==> src/rtl/mips_enc_pkg.sv <==
// mips_enc_pkg: shared encodings for the MIPS instruction encoder and the
// single-cycle core's control unit.
//   - op_sel_e   : symbolic operation codes accepted by the encoder
//   - OPCODE_* / FUNCT_* : instruction fields the control unit decodes
//   - state_t / ST_* : encoder FSM state encoding
//   - pack_rtype / pack_itype : field packers for the two instruction formats
package mips_enc_pkg;

  typedef enum logic [3:0] {
    OP_ADD = 4'd0,
    OP_SUB = 4'd1,
    OP_AND = 4'd2,
    OP_OR  = 4'd3,
    OP_SLT = 4'd4,
    OP_LW  = 4'd5,
    OP_SW  = 4'd6,
    OP_BEQ = 4'd7
  } op_sel_e;

  localparam logic [5:0] OPCODE_RTYPE = 6'b000000;
  localparam logic [5:0] OPCODE_LW    = 6'b100011;
  localparam logic [5:0] OPCODE_SW    = 6'b101011;
  localparam logic [5:0] OPCODE_BEQ   = 6'b000100;

  localparam logic [5:0] FUNCT_ADD = 6'b100000;
  localparam logic [5:0] FUNCT_SUB = 6'b100010;
  localparam logic [5:0] FUNCT_AND = 6'b100100;
  localparam logic [5:0] FUNCT_OR  = 6'b100101;
  localparam logic [5:0] FUNCT_SLT = 6'b101010;

  typedef logic [1:0] state_t;
  localparam state_t ST_IDLE = 2'd0;
  localparam state_t ST_LOAD = 2'd1;
  localparam state_t ST_DONE = 2'd2;

  // {000000, rs, rt, rd, shamt=0, funct}
  function automatic logic [31:0] pack_rtype(input logic [4:0] rs,
                                             input logic [4:0] rt,
                                             input logic [4:0] rd,
                                             input logic [5:0] funct);
    return {OPCODE_RTYPE, rs, rt, rd, 5'b00000, funct};
  endfunction

  // {op, rs, rt, imm}
  function automatic logic [31:0] pack_itype(input logic [5:0]  op,
                                             input logic [4:0]  rs,
                                             input logic [4:0]  rt,
                                             input logic [15:0] imm);
    return {op, rs, rt, imm};
  endfunction

endpackage

==> src/rtl/mips_instr_format.sv <==
// mips_instr_format: combinational field packer.
// Ports:
//   i_op_sel  [3:0]  symbolic operation (op_sel_e), 8..15 illegal
//   i_rs/i_rt/i_rd [4:0] register fields (rd unused for I-type)
//   i_imm    [15:0]  immediate / branch offset
//   o_word   [31:0]  packed instruction word
//   o_illegal        op_sel outside the supported set
module mips_instr_format
  import mips_enc_pkg::*;
(
  input  logic [3:0]  i_op_sel,
  input  logic [4:0]  i_rs,
  input  logic [4:0]  i_rt,
  input  logic [4:0]  i_rd,
  input  logic [15:0] i_imm,
  output logic [31:0] o_word,
  output logic        o_illegal
);

  // Illegal ops fall back to an R-type with funct 0; the caller decides
  // whether that word is written, zeroed or dropped.
  always_comb begin
    o_word    = pack_rtype(i_rs, i_rt, i_rd, 6'b000000);
    o_illegal = 1'b0;
    case (i_op_sel)
      OP_ADD:  o_word = pack_rtype(i_rs, i_rt, i_rd, FUNCT_ADD);
      OP_SUB:  o_word = pack_rtype(i_rs, i_rt, i_rd, FUNCT_SUB);
      OP_AND:  o_word = pack_rtype(i_rs, i_rt, i_rd, FUNCT_AND);
      OP_OR:   o_word = pack_rtype(i_rs, i_rt, i_rd, FUNCT_OR);
      OP_SLT:  o_word = pack_rtype(i_rs, i_rt, i_rd, FUNCT_SLT);
      OP_LW:   o_word = pack_itype(OPCODE_LW,  i_rs, i_rt, i_imm);
      OP_SW:   o_word = pack_itype(OPCODE_SW,  i_rs, i_rt, i_imm);
      OP_BEQ:  o_word = pack_itype(OPCODE_BEQ, i_rs, i_rt, i_imm);
      default: o_illegal = 1'b1;
    endcase
  end

endmodule

==> src/rtl/mips_instr_encoder.sv <==
// mips_instr_encoder: sequential instruction encoder / program loader.
// Accepts symbolic requests over valid/ready, encodes them and writes the
// words to consecutive instruction-memory addresses starting at 0.
// Ports:
//   clk, reset (async, active-high)
//   start / finish      open / close a load session
//   in_valid / in_ready request handshake (in_ready is registered)
//   op_sel, rs, rt, rd, imm  request payload
//   imem_we, imem_addr, imem_wdata  registered write port, 1-cycle pulse
//   count               words written this session (saturates at PROG_DEPTH)
//   done                session closed
//   err                 sticky illegal-op flag
// Build option: define MIPS_ENC_CHECK_EN to drop illegal ops and flag err;
// otherwise illegal ops are written as 0x00000000 and err is tied low.
module mips_instr_encoder
  import mips_enc_pkg::*;
#(
  parameter int unsigned ADDR_W     = 6,
  parameter int unsigned PROG_DEPTH = 64
) (
  input  logic              clk,
  input  logic              reset,
  input  logic              start,
  input  logic              finish,
  input  logic              in_valid,
  output logic              in_ready,
  input  logic [3:0]        op_sel,
  input  logic [4:0]        rs,
  input  logic [4:0]        rt,
  input  logic [4:0]        rd,
  input  logic [15:0]       imm,
  output logic              imem_we,
  output logic [ADDR_W-1:0] imem_addr,
  output logic [31:0]       imem_wdata,
  output logic [ADDR_W:0]   count,
  output logic              done,
  output logic              err
);

  localparam int unsigned    CNT_W   = ADDR_W + 1;
  localparam logic [CNT_W-1:0] DEPTH_C = CNT_W'(PROG_DEPTH);

  state_t              r_state;
  state_t              w_state_nxt;
  logic [CNT_W-1:0]    r_count;
  logic [CNT_W-1:0]    w_count_nxt;
  logic                r_in_ready;
  logic                r_imem_we;
  logic                w_we_nxt;
  logic [ADDR_W-1:0]   r_imem_addr;
  logic [31:0]         r_imem_wdata;
  logic                r_done;
  logic [31:0]         w_word;
  logic [31:0]         w_wdata;
  logic                w_illegal;
  logic                w_xfer;
  logic                w_keep;

  mips_instr_format u_format (
    .i_op_sel  (op_sel),
    .i_rs      (rs),
    .i_rt      (rt),
    .i_rd      (rd),
    .i_imm     (imm),
    .o_word    (w_word),
    .o_illegal (w_illegal)
  );

  // r_in_ready is only ever high in LOAD, so it alone qualifies the transfer.
  assign w_xfer = in_valid & r_in_ready;

`ifdef MIPS_ENC_CHECK_EN
  logic r_err;

  assign w_keep  = ~w_illegal;
  assign w_wdata = w_word;
  assign err     = r_err;

  // Sticky until the next session opens.
  always_ff @(posedge clk or posedge reset) begin
    if (reset) begin
      r_err <= 1'b0;
    end else if ((w_state_nxt == ST_LOAD) && (r_state != ST_LOAD)) begin
      r_err <= 1'b0;
    end else if (w_xfer && w_illegal) begin
      r_err <= 1'b1;
    end
  end
`else
  assign w_keep  = 1'b1;
  assign w_wdata = w_illegal ? 32'h0000_0000 : w_word;
  assign err     = 1'b0;
`endif

  // Next-state, next-count and write-strobe logic.
  always_comb begin
    w_state_nxt = r_state;
    w_count_nxt = r_count;
    w_we_nxt    = 1'b0;
    case (r_state)
      ST_IDLE, ST_DONE: begin
        if (start) begin
          w_state_nxt = ST_LOAD;
          w_count_nxt = '0;
        end
      end
      ST_LOAD: begin
        if (w_xfer && w_keep) begin
          w_we_nxt = 1'b1;
          if (r_count != DEPTH_C) begin
            w_count_nxt = r_count + CNT_W'(1);
          end
        end
        if (finish || (w_count_nxt == DEPTH_C)) begin
          w_state_nxt = ST_DONE;
        end
      end
      default: w_state_nxt = ST_IDLE;
    endcase
  end

  // State, counter and output registers; ready/done look ahead one state.
  always_ff @(posedge clk or posedge reset) begin
    if (reset) begin
      r_state      <= ST_IDLE;
      r_count      <= '0;
      r_in_ready   <= 1'b0;
      r_imem_we    <= 1'b0;
      r_imem_addr  <= '0;
      r_imem_wdata <= '0;
      r_done       <= 1'b0;
    end else begin
      r_state    <= w_state_nxt;
      r_count    <= w_count_nxt;
      r_in_ready <= (w_state_nxt == ST_LOAD) && (w_count_nxt < DEPTH_C);
      r_imem_we  <= w_we_nxt;
      r_done     <= (w_state_nxt == ST_DONE);
      // count < PROG_DEPTH <= 2^ADDR_W here, so the low bits never wrap.
      if (w_we_nxt) begin
        r_imem_addr  <= r_count[ADDR_W-1:0];
        r_imem_wdata <= w_wdata;
      end
    end
  end

  assign in_ready   = r_in_ready;
  assign imem_we    = r_imem_we;
  assign imem_addr  = r_imem_addr;
  assign imem_wdata = r_imem_wdata;
  assign count      = r_count;
  assign done       = r_done;

endmodule

==> config.mk <==
export PLATFORM = sky130hd
export DESIGN_NAME = mips_instr_encoder
export DESIGN_NICKNAME = d
export VERILOG_FILES = /design/src/rtl/mips_enc_pkg.sv /design/src/rtl/mips_instr_format.sv /design/src/rtl/mips_instr_encoder.sv
export SDC_FILE = /design/constraint.sdc
export NUM_CORES = 1
export LEC_CHECK = 0
export ABC_AREA = 1
export BUFFER_PORTS_ARGS = -buffer_cell sky130_fd_sc_hd__buf_2
export CAP_MARGIN = 20
export CELL_PAD_IN_SITES_DETAIL_PLACEMENT = 0
export CELL_PAD_IN_SITES_GLOBAL_PLACEMENT = 1
export CORE_ASPECT_RATIO = 1.4
export CORE_MARGIN = 3
export CORE_UTILIZATION = 35
export DETAILED_ROUTE_END_ITERATION = 16
export PLACE_DENSITY = 0.78
export SYNTH_ARGS = -nofsm -noshare
export SYNTH_HDL_FRONTEND = slang
export SYNTH_SLANG_ARGS = --single-unit
==> constraint.sdc <==
create_clock -name clk -period 2 [get_ports clk]
set_input_delay 0.2 -clock clk [delete_from_list [all_inputs] [get_ports clk]]
set_output_delay 0.2 -clock clk [all_outputs]
set_load 0.02 [all_outputs]
* Word-level counts from Yosys, hierarchy flattened
Cells that the tools add are included.
** Word-level totals
- Bits in registers :: 50
- Bits in latches :: 0
- Memory bits (writable) :: 0
- Bits in read-only memories :: 0
- Logic and storage cells :: 41
- Memories kept :: 0
** Operators by class
- Add/subtract/negate cells :: 1
- $mul :: 0
- Div/mod/pow operators :: 0
- $lt $le $gt $ge :: 1
- Equal/unequal tests :: 13
- Shift-type cells :: 0
- Mux-type cells :: 12
- Bitwise logic cells :: 1
- Reduce and logical (&&, ||, !) cells :: 6
** Operators with widths (count)
- one-hot mux 32 bit (8 select lines) :: 1
- two-way mux 32 bit :: 1
- two-way mux 7 bit :: 4
- == test 4 x 3 -> 1 bit, second input constant :: 4
- one-hot mux 7 bit (2 select lines) :: 1
- == test 4 x 2 -> 1 bit, second input constant :: 2
- OR reduction 8 bit :: 1
- adder 7 x 1 -> 7 bit, second input constant :: 1
- == test 7 bit, second input constant :: 1
- < comparator 7 bit, second input constant :: 1
- inequality test 7 bit, second input constant :: 1
- == test 2 x 1 -> 1 bit, second input constant :: 2
- == test 2 bit, second input constant :: 2
- == test 4 x 1 -> 1 bit, second input constant :: 1
- logical NOT 4 bit :: 1
- two-way mux 2 bit :: 2
- one-hot mux 2 bit (2 select lines) :: 1
- logical NOT 2 bit :: 1
- two-way mux 1 bit :: 2
- OR reduction 2 bit :: 1
- AND 1 bit :: 1
- logical AND 1 bit :: 1
- logical OR 1 bit :: 1

* Longest topological paths before layout
Gate-level depths: netlist of run 1.
- Word-level depth :: 10
- Gate-level depth with buffers :: 15

* Modules after synthesis
Synthesis of run 1 repeated with hierarchy kept, for this count alone.
** Unflattened totals
- Cell total of the unflattened synthesis :: 331
- Area, all modules :: 2565.0 um2
** Modules (own cells, without submodules)
- mips_instr_encoder :: instances 1, cells an instance 256, area an instance 2162.1 um2, sequential area each 1251.2 um2
- mips_instr_format :: instances 1, cells an instance 75, area an instance 402.9 um2, sequential area each 0.0 um2

* Worst setup path before layout of run 1
Ideal clock, no wire load.
- Kind :: flip-flop to flip-flop
- From :: reg r_count[0] (netlist: count[0])
- To :: reg r_in_ready (netlist: in_ready)
- Arrival time :: 1.596 ns
- Required time :: 1.877 ns
- Setup slack :: 0.281 ns
- Stages on the path, launching flop included :: 15
- Period minus slack after synthesis :: 1.719 ns
- Cell sequence :: dfrtp_1 > inv_1 > ha_1 > nand2_1 > inv_1 > nand3_1 > nand2_2 > o21ai_2 > nand2_1 > nor2_1 > nand2_1 > nand2_1 > nand2_1 > nand2_2 > nor2_1
** On the way
- Cells in the longest elaborated chain, start to end :: 10
** Ends and longest elaborated chain
- from (decl) :: RTL line mips_instr_encoder.sv:45 : logic [CNT_W-1:0] r_count;
- from (signal assigned) :: RTL line mips_instr_encoder.sv:134 : r_count <= w_count_nxt;
- adder 7 x 1 -> 7 bit or inequality test 7 bit (tied branches) :: RTL line mips_instr_encoder.sv:111, mips_instr_encoder.sv:110
- two-way mux 7 bit :: RTL line mips_instr_encoder.sv:110 : if (r_count != DEPTH_C) begin
- two-way mux 7 bit :: RTL line mips_instr_encoder.sv:108 : if (w_xfer && w_keep) begin
- two-way mux 7 bit :: RTL line mips_instr_encoder.sv:100 : case (r_state)
- == test 7 bit :: RTL line mips_instr_encoder.sv:114 : if (finish || (w_count_nxt == DEPTH_C)) begin
- logical OR 1 bit :: RTL line mips_instr_encoder.sv:114
- two-way mux 2 bit :: RTL line mips_instr_encoder.sv:114
- one-hot mux 2 bit (2 select lines) :: RTL line mips_instr_encoder.sv:100
- == test 2 x 1 -> 1 bit :: RTL line mips_instr_encoder.sv:135 : r_in_ready <= (w_state_nxt == ST_LOAD) && (w_count_nxt < DEPTH_C);
- logical AND 1 bit (*) :: RTL line mips_instr_encoder.sv:135
- to (signal assigned) :: RTL line mips_instr_encoder.sv:135
- to (decl) :: RTL line mips_instr_encoder.sv:47 : logic r_in_ready;
Mark *: on every way between the ends. The rest lies on a longest branch, timed or not. The select of a mux whose other input is x is not followed.
A chain may end at the register's enable or synchronous reset.

* Final worst setup path of run 1
- From :: reg r_count[1] (netlist: count[1])
- To :: reg r_in_ready (netlist: in_ready)
Same word-level chain as after synthesis.

==> results of run 1 <==
power groups by stage:
| stage | registers (mW) | clock network [mW] | logic (mW) |
|---|---|---|---|
| after floorplan | 1.93 | 0 | 0.722 |
| after global placement | 1.53 | 0 | 1.66 |
| after detailed placement | 1.54 | 0 | 1.68 |
| after CTS | 1.53 | 0.847 | 1.68 |
| after global routing | 1.57 | 0.883 | 1.83 |
| final | 1.52 | 0.831 | 1.67 |
how the worst max path moves through the flow:
stage,slack (ps),cells past startpoint,end,from
6_report,280,15,in_ready$_DFF_PP0_,count[1]$_DFFE_PP0P_
5_1_grt,30,15,in_ready$_DFF_PP0_,count[1]$_DFFE_PP0P_
4_1_cts,190,14,in_ready$_DFF_PP0_,count[0]$_DFFE_PP0P_
3_5_place_dp,210,14,in_ready$_DFF_PP0_,count[0]$_DFFE_PP0P_
3_3_place_gp,250,15,in_ready$_DFF_PP0_,count[0]$_DFFE_PP0P_
2_1_floorplan,280,14,in_ready$_DFF_PP0_,count[0]$_DFFE_PP0P_
synthesized netlist by cell type:
| cell | number |
|---|---|
| dfrtp_1 | 47 |
| o31ai_1 | 1 |
| nor2_8 | 2 |
| ha_1 | 2 |
| a31oi_1 | 1 |
| o21ai_2 | 1 |
| o21ai_0 | 19 |
| buf_4 | 4 |
| nand3_1 | 11 |
| o221ai_1 | 5 |
| a32o_1 | 1 |
| nand3b_1 | 1 |
| nand2_1 | 71 |
| nor2_1 | 12 |
| buf_6 | 2 |
| conb_1 | 1 |
| buf_2 | 1 |
| nor2_2 | 2 |
| inv_1 | 16 |
| o31ai_2 | 1 |
| nand4_1 | 2 |
| inv_2 | 3 |
| o21ai_1 | 2 |
| or2_2 | 1 |
| nor2_4 | 1 |
| clkbuf_1 | 4 |
| o22ai_1 | 6 |
| o21a_1 | 1 |
| a22o_1 | 10 |
| inv_4 | 2 |
| nand2_2 | 4 |
registers in the layout, summed over array words and instances, names as in the netlist:
name / flops
imem_we: 1
r_state: 2
count: 7
imem_wdata: 29
in_ready: 1
done: 1
imem_addr: 6
repair_timing:
action	in CTS	in global routing
setup buffers	0	1
resized for setup	0	2
endpoints found under the setup margin	0	3
hold buffers	1	0
endpoints found under the hold margin	14	0
kinds of logic after synthesis:
kind of cell | share of synthesized area (%)
and+or+nand+nor | 22.2
AOI/OAI and AO/OA | 15.1
DFF | 54.2
buffers and inverters | 7.21
adders and majority gates | 1.15
other | 0.173
routing by layer:
| metal | GRT usage [%] | up-vias |
|---|---|---|
| met3 | 3.94 | 7 |
| met1 | 20.0 | 886 |
| met5 | 0 | - |
| met4 | 4.26 | 0 |
| met2 | 26.4 | 58 |
| li1 | - | 954 |
cells in the final DEF (no fill, tap or decap), types with 4 or more instances in the layout:
cell type,n
inv_1,14
nand3_1,11
nand2_2,4
o22ai_1,6
dfrtp_1,46
nand2_1,71
buf_4,4
a22o_1,10
o221ai_1,5
clkbuf_8,5
inv_2,5
buf_2,86
o21ai_0,19
nor2_1,12
area by class of cell:
type	instances	area, sq um
inverter	21	83.8
timing repair buffer	91	470
clock inverter	3	67.6
tap	70	87.6
sequential	47	1180
clock buffer	5	68.8
multi-input combinational	159	841
fill	599	3150
per-stage QoR:
step | util, % | total power, mW
final | 47.0 | 4.02
after global placement | 44.4 | 3.20
after global routing | 47.0 | 4.29
after CTS | 46.9 | 4.06
after detailed placement | 44.4 | 3.22
after floorplan | - | 2.65
==> metrics.txt, run 1 <==
Clock Power Share 20.7%; Setup crit end kind flip-flop; Cell Rows 33; Sw Share 41.1%; crit path kind flip-flop to flip-flop; Hold Path End imem_wdata[17]$_DFFE_PP0P_; P_int 2.37 mW; largest area contributor in the netlist dfrtp_1; CP dominant cell by count nand2_1; ranking of synthesized cells by area dfrtp_1, nand2_1, o21ai_0; TritonRoute pass-1 iters 4; crit path buf inv count 2; worst-skew pair later-pin latency 290 ps; core box area 5950 sq um; Final Worst Setup Slack 277 ps; VDD IR-drop max 0.684 mV; grt ovf 0; Die Area 7190 sq um; vias 1905; Top Metal Used met4; Synth Warn # 0; area share of the largest cell type after synthesis 54.2%; Die Span Y 99.2 microns; wl on met1 2210 microns; Final TNS setup 0 ps; H-tree depth 2; Final Cell Area 2800 sq um; Gate Count Post-Synth 237; crit path launch type flip-flop; fin cells 396; Post-Place Worst Slack 213 ps; critical path's top delay family simple AND/OR/NAND/NOR gates; Req. time, crit path 2190 ps; RSZ-0062 raised after global routing no; first-pass GRT wire length 9050 microns; Clock Sinks 47; CP Max Fanout 5; Worst EP arrival 1910 ps; Psw 1.65 mW; metal3 WL 344 microns; hold path start rt[1]; reg2reg start count[1]$_DFFE_PP0P_; DR WL met2 2740 microns; initial antenna violation count 0; Synth cell types 31; n_diodes 0; crit-path cells inv_2 -> ha_1 -> nand2_1 -> inv_1 -> nand3_1 -> nand2_2 -> nand2_1 -> o21ai_2 -> nand2_1 -> nor2_1 -> nand2_1 -> nand2_1 -> nand2_1 -> nand2_2 -> nor2_1; number of vias per cell 4.81; P per Cell Area 1440 nW/um^2; HPWL Detailed 4040 microns; DRC Markers 0; fraction of layout cells with a size suffix above 1 36.2%; Area Overhead vs Synth 28.9%; Routed Antenna Nets 0; Final Net Count 367; Reg2Reg Setup Slack 280 ps; Mean Syn Cell Area 9.15 sq um; DRT Wirelength 5360 microns; Final Wtd Congestion 0.786; DR iter-0 viols 107; sequential share of the synthesized area 54.2%; Max clock buf depth 2; Slew Limit Fails 0; synthesized area 2170 sq um; status completed; Hold Crit Depth 2; WHS 110 ps; clk slew on worst S/H paths 90 ps; Max Clk Rate 580 MHz; pin count of the biggest net entering global routing 27; vias in the first global route 1937; Max-Cap Viols 0; FF-to-FF path depth 15; Cell Area, Placed 2640 sq um; slowest stage cell, crit path dfrtp_1; CTS root buf clkbuf_8; fin crit share 86.2%; drt wl/cell 13.5 microns; final hold violations 0; Final min period 1720 ps; Final Setup Violations 0; CTS Buf Count 5; CTS tree yes; Initial Utilization 36.5%; sequential power share 37.9%; Hold Crit Class input port to flip-flop; placed insts 386; num ports 89; FF-to-FF End in_ready$_DFF_PP0_; slowest stage delay, CP 450 ps; Worst Skew 3.26 ps; Port Buffers 86; logic gate share of total power 41.5%; Die X 72.5 microns; Leakage Power 1.53 nW; Seq cells post-synth 47; Tot GR Track Use 15.7%
Note: power is estimated with default switching activity, not from simulation.
==> inputs of run 2 (changes only) <==
Settings changed: CORE_UTILIZATION 35 to 31, GPL_ROUTABILITY_DRIVEN set to 0, PLACE_DENSITY 0.78 to 0.7.
==> metrics.txt, run 2 (synthesis results as in run 1) <==
status completed; num ports 89; most frequent cells in the layout buf_2, nand2_1, dfrtp_1, o21ai_0, inv_1; CTS root buf clkbuf_8; P_int 2.26 mW; number of vias per cell 4.54; fin crit share 87.3%; Setup crit end kind flip-flop; DRT Wirelength 5260 microns; P per Cell Area 1390 nW/um^2; Final Setup Violations 0; Post-Place Worst Slack 246 ps; Max-Slew Margin vs Limit 61.1%; grt ovf 0; Max Clk Rate 572 MHz; reg2reg start count[0]$_DFFE_PP0P_; crit path kind flip-flop to flip-flop; Slew Limit Fails 0; core box area 6700 sq um; Final Worst Setup Slack 253 ps; DR iter-0 viols 76; Max-Cap Viols 0; Max clock buf depth 2; fin util 41.5%; n_diodes 0; Routed Antenna Nets 0; Worst Skew 6.95 ps; Hold Crit Class input port to async pin; vias in the first global route 1880; clk slew on worst S/H paths 90 ps; Area Overhead vs Synth 28.1%; Clock Power Share 18.3%; post-cts resize count 0; CP Max Fanout 7; Die Span Y 105 microns; met2 Resource Use GR 22.8%; Sw Share 41.6%; FF-to-FF End in_ready$_DFF_PP0_; Leakage Power 1.52 nW; Final min period 1750 ps; flip-flop count of the largest register after layout 29; drt wl/cell 12.7 microns; logic gate share of total power 42.4%; VDD IR-drop max 0.790 mV; hold_buf cts 0; vias 1886; Initial Utilization 32.4%; worst-skew pair later-pin latency 290 ps; post-CTS setup repair buffer count 0; pin count of the biggest net entering global routing 48; met3 usage 4.66%; DRC Markers 0; Final TNS setup 0 ps; gr busiest metal met2; Psw 1.61 mW; RSZ-0062 raised after global routing no; fraction of layout cells with a size suffix above 1 35.6%; Reg2Reg Setup Slack 250 ps; CTS Buf Count 5; Cell Rows 35; Port Buffers 86; CTS tree yes; Clock Sinks 47; HPWL Detailed 3990 microns; CP Launch Point count[0]$_DFFE_PP0P_; H-tree depth 2; Die X 76.7 microns; Final Net Count 364; first-pass GRT wire length 8880 microns; final hold violations 0; most common cell after layout, fill and taps aside buf_2; TritonRoute pass-1 iters 4; Req. time, crit path 2180 ps; crit path launch type flip-flop; sequential power share 39.2%; initial antenna violation count 0; worst slew pin tran 584 ps; met1 GRT Util 16.4%; Tot GR Track Use 13.6%; Die Area 8050 sq um; FF-to-FF path depth 15; Worst EP arrival 1930 ps
==> run 2: cell type report <==
cell class / instances / area [sq um]
repair buffers: 88 / 445
flip-flops and latches: 47 / 1180
multi-input cells: 159 / 841
well taps: 92 / 115
inverters: 21 / 83.8
fillers: 701 / 3920
clock buffers: 6 / 82.6
clock inverters: 2 / 35.0
==> run 2: power groups by stage <==
stage | sequential, mW | combinational (mW) | clock, mW
final | 1.52 | 1.64 | 0.710
after global routing | 1.57 | 1.83 | 0.781
after CTS | 1.52 | 1.68 | 0.739
after detailed placement | 1.54 | 1.68 | 0
after global placement | 1.54 | 1.67 | 0
after floorplan | 1.93 | 0.722 | 0
==> run 2: worst max-delay path, cell delays in order, from the launching register on <==
cell     delay [ps]
dfrtp_2         450
inv_1           130
ha_1            160
nand2_1          40
inv_1            60
nand3_1         100
nand2_2         100
nand2_1          50
nand2_1          70
nand2_1          60
nor2_1          120
nand2_1          60
nand2_1          70
nand2_1          60
nand2_2          70
nor2_1           40
==> run 2: how the worst max path moves through the flow <==
stage / to / slack (ps) / cells past startpoint
2_1_floorplan: in_ready$_DFF_PP0_ / 280 / 14
3_3_place_gp: in_ready$_DFF_PP0_ / 270 / 15
3_5_place_dp: in_ready$_DFF_PP0_ / 250 / 15
4_1_cts: in_ready$_DFF_PP0_ / 220 / 15
5_1_grt: in_ready$_DFF_PP0_ / 6 / 15
6_report: in_ready$_DFF_PP0_ / 250 / 15
==> run 2: layer usage <==
layer	wire length (microns)	vias to the layer above	share of wire [%]
met3	377	6	7.2
li1	-	948	-
met5	0	-	0
met1	2220	872	42
met2	2590	60	49
met4	70	0	1.3
==> run 2: through the flow <==
step / hold WS [ps] / power (mW) / std cells / cell area, sq um
after CTS: 63.4 / 3.94 / 415 / 2780
after floorplan: 290 / 2.65 / 238 / 2170
after global placement: 390 / 3.21 / 407 / 2660
after detailed placement: 393 / 3.22 / 407 / 2660
final: 41.2 / 3.87 / 415 / 2780
after global routing: 90.8 / 4.18 / 415 / 2780
==> inputs of run 3 (changes only) <==
Settings changed: CORE_MARGIN 3 to unset, GPL_ROUTABILITY_DRIVEN 0 to unset, PLACE_DENSITY 0.7 to 0.71.
==> metrics.txt, run 3 (synthesis results as in run 1) <==
status completed; vias in the first global route 1865; DRC Markers 0; Final Net Count 364; Post-Place Worst Slack 178 ps; P per Cell Area 1420 nW/um^2; Initial Utilization 32.6%; grt ovf 0; vias 1897; Die Area 7340 sq um; initial antenna violation count 0; Cell Area, Placed 2660 sq um; fin util 42.0%; most common cell after layout, fill and taps aside buf_2; crit path launch type flip-flop; fraction of layout cells with a size suffix above 1 35.6%; VDD IR-drop max 0.598 mV; number of vias per cell 4.57; num ports 89; sequential power share 38.2%; pin count of the biggest net entering global routing 48; RSZ-0062 raised after global routing no; area of the multi-input gates 841 sq um; first-pass GRT wire length 8820 microns; Cell Rows 35; Sw Share 40.9%; slowest stage cell, crit path dfrtp_2; Final Cell Area 2800 sq um; HPWL Detailed 3850 microns; Routed Antenna Nets 0; Max Clk Rate 558 MHz; n_diodes 0; worst slew pin tran 602 ps; Max-Slew Margin vs Limit 59.9%; Die X 72.7 microns; Port Buffers 86; Final Wtd Congestion 0.799; P_int 2.36 mW; Final Setup Violations 0; DR iter-0 viols 92; Hold Crit Class input port to async pin; Tot GR Track Use 15.6%; CP dominant cell by count nand2_1; flip-flop count of the largest register after layout 29; Final Worst Setup Slack 209 ps; Fill cells 748; Max clock buf depth 2; slowest stage delay, CP 450 ps; final hold violations 0; worst-skew pair later-pin latency 300 ps; logic gate share of total power 41.1%; Psw 1.63 mW; Worst Skew 6.37 ps; H-tree depth 2; Req. time, crit path 2190 ps; Final min period 1790 ps; Setup crit end kind flip-flop; Die Span Y 101 microns; CTS tree yes; Worst EP arrival 1980 ps; Clock Power Share 20.7%; CP Max Fanout 7; WHS 28.5 ps; Area Overhead vs Synth 29.0%; crit path kind flip-flop to flip-flop; critical path's top delay family simple AND/OR/NAND/NOR gates; TritonRoute pass-1 iters 4; Clock Sinks 47; fin crit share 89.5%; CTS root buf clkbuf_8; clk slew on worst S/H paths 90 ps; CTS Buf Count 5; Final TNS setup 0 ps; crit path buf inv count 2; Max-Cap Viols 0; Leakage Power 1.52 nW; core box area 6660 sq um; most frequent cells in the layout buf_2, nand2_1, dfrtp_1, o21ai_0, inv_1; DRT Wirelength 5230 microns; Slew Limit Fails 0; sequential cell area 1180 sq um; crit-path cells inv_1 -> ha_1 -> nand2_1 -> inv_1 -> nand3_1 -> nand2_2 -> nand2_1 -> nand2_1 -> nand2_1 -> nor2_1 -> nand2_1 -> nand2_1 -> nand2_1 -> nand2_2 -> nor2_1; drt wl/cell 12.6 microns
run 3: cell types whose count changed in the layout (fill, tap and decap cells not counted), sizes merged:
cell / previous run / this run
clkinv: 1 / 0
clkinvlp: 0 / 1
bufinv: 1 / 2
clkbuf: 6 / 5
run 3: layout make-up:
cell class | instances | share of cell area (%)
Clock buffer | 5 | 2.46
Sequential cell | 47 | 42.1
Multi-Input combinational cell | 159 | 30.0
Tap cell | 92 | 4.11
Inverter | 21 | 3.00
Clock inverter | 3 | 2.41
Timing Repair Buffer | 88 | 15.9
run 3: layer usage:
metal / routed length (microns) / track usage [%]
met1: 2270 / 19.0
met2: 2620 / 26.8
met3: 243 / 3.00
met4: 102 / 6.03
met5: 0 / 0
run 3: final timing paths:
check                                          startpoint                    endpoint  slack, ps  depth (start not counted)
min in group clk                                    rt[3]  imem_wdata[19]$_DFFE_PP0P_        110                          2
worst max register to register       count[0]$_DFFE_PP0P_          in_ready$_DFF_PP0_        210                         15
worst min register to register  imem_wdata[2]$_DFFE_PP0P_   imem_wdata[2]$_DFFE_PP0P_        480                          2
max in group asynchronous                           reset        count[0]$_DFFE_PP0P_       1510                          3
worst min-delay path                                reset  imem_wdata[25]$_DFFE_PP0P_         30                          3
worst max-delay path                 count[0]$_DFFE_PP0P_          in_ready$_DFF_PP0_        210                         15
run 3: what timing repair did:
| action | CTS | global route |
|---|---|---|
| hold buffers | 0 | 0 |
| gates resized for setup | 0 | 1 |
| setup buffers | 0 | 0 |
| setup endpoints to repair | 0 | 1 |
run 3: through the flow:
stage / total power [mW] / instances
global placement: 3.20 / 407
global route: 4.28 / 415
detailed placement: 3.21 / 407
floorplan: 2.65 / 238
CTS: 4.05 / 415
finish: 3.99 / 415
run 3: power by group through the flow:
stage	clock network (mW)	registers (mW)	logic, mW
2_1_floorplan	0	1.93	0.722
4_1_cts	0.854	1.53	1.67
6_report	0.826	1.52	1.64
3_3_place_gp	0	1.53	1.66
5_1_grt	0.893	1.57	1.82
3_5_place_dp	0	1.54	1.67
run 3: worst min-delay path, cell delays in order:
cell and delay (ps):
buf_2 100, inv_2 30, buf_4 470
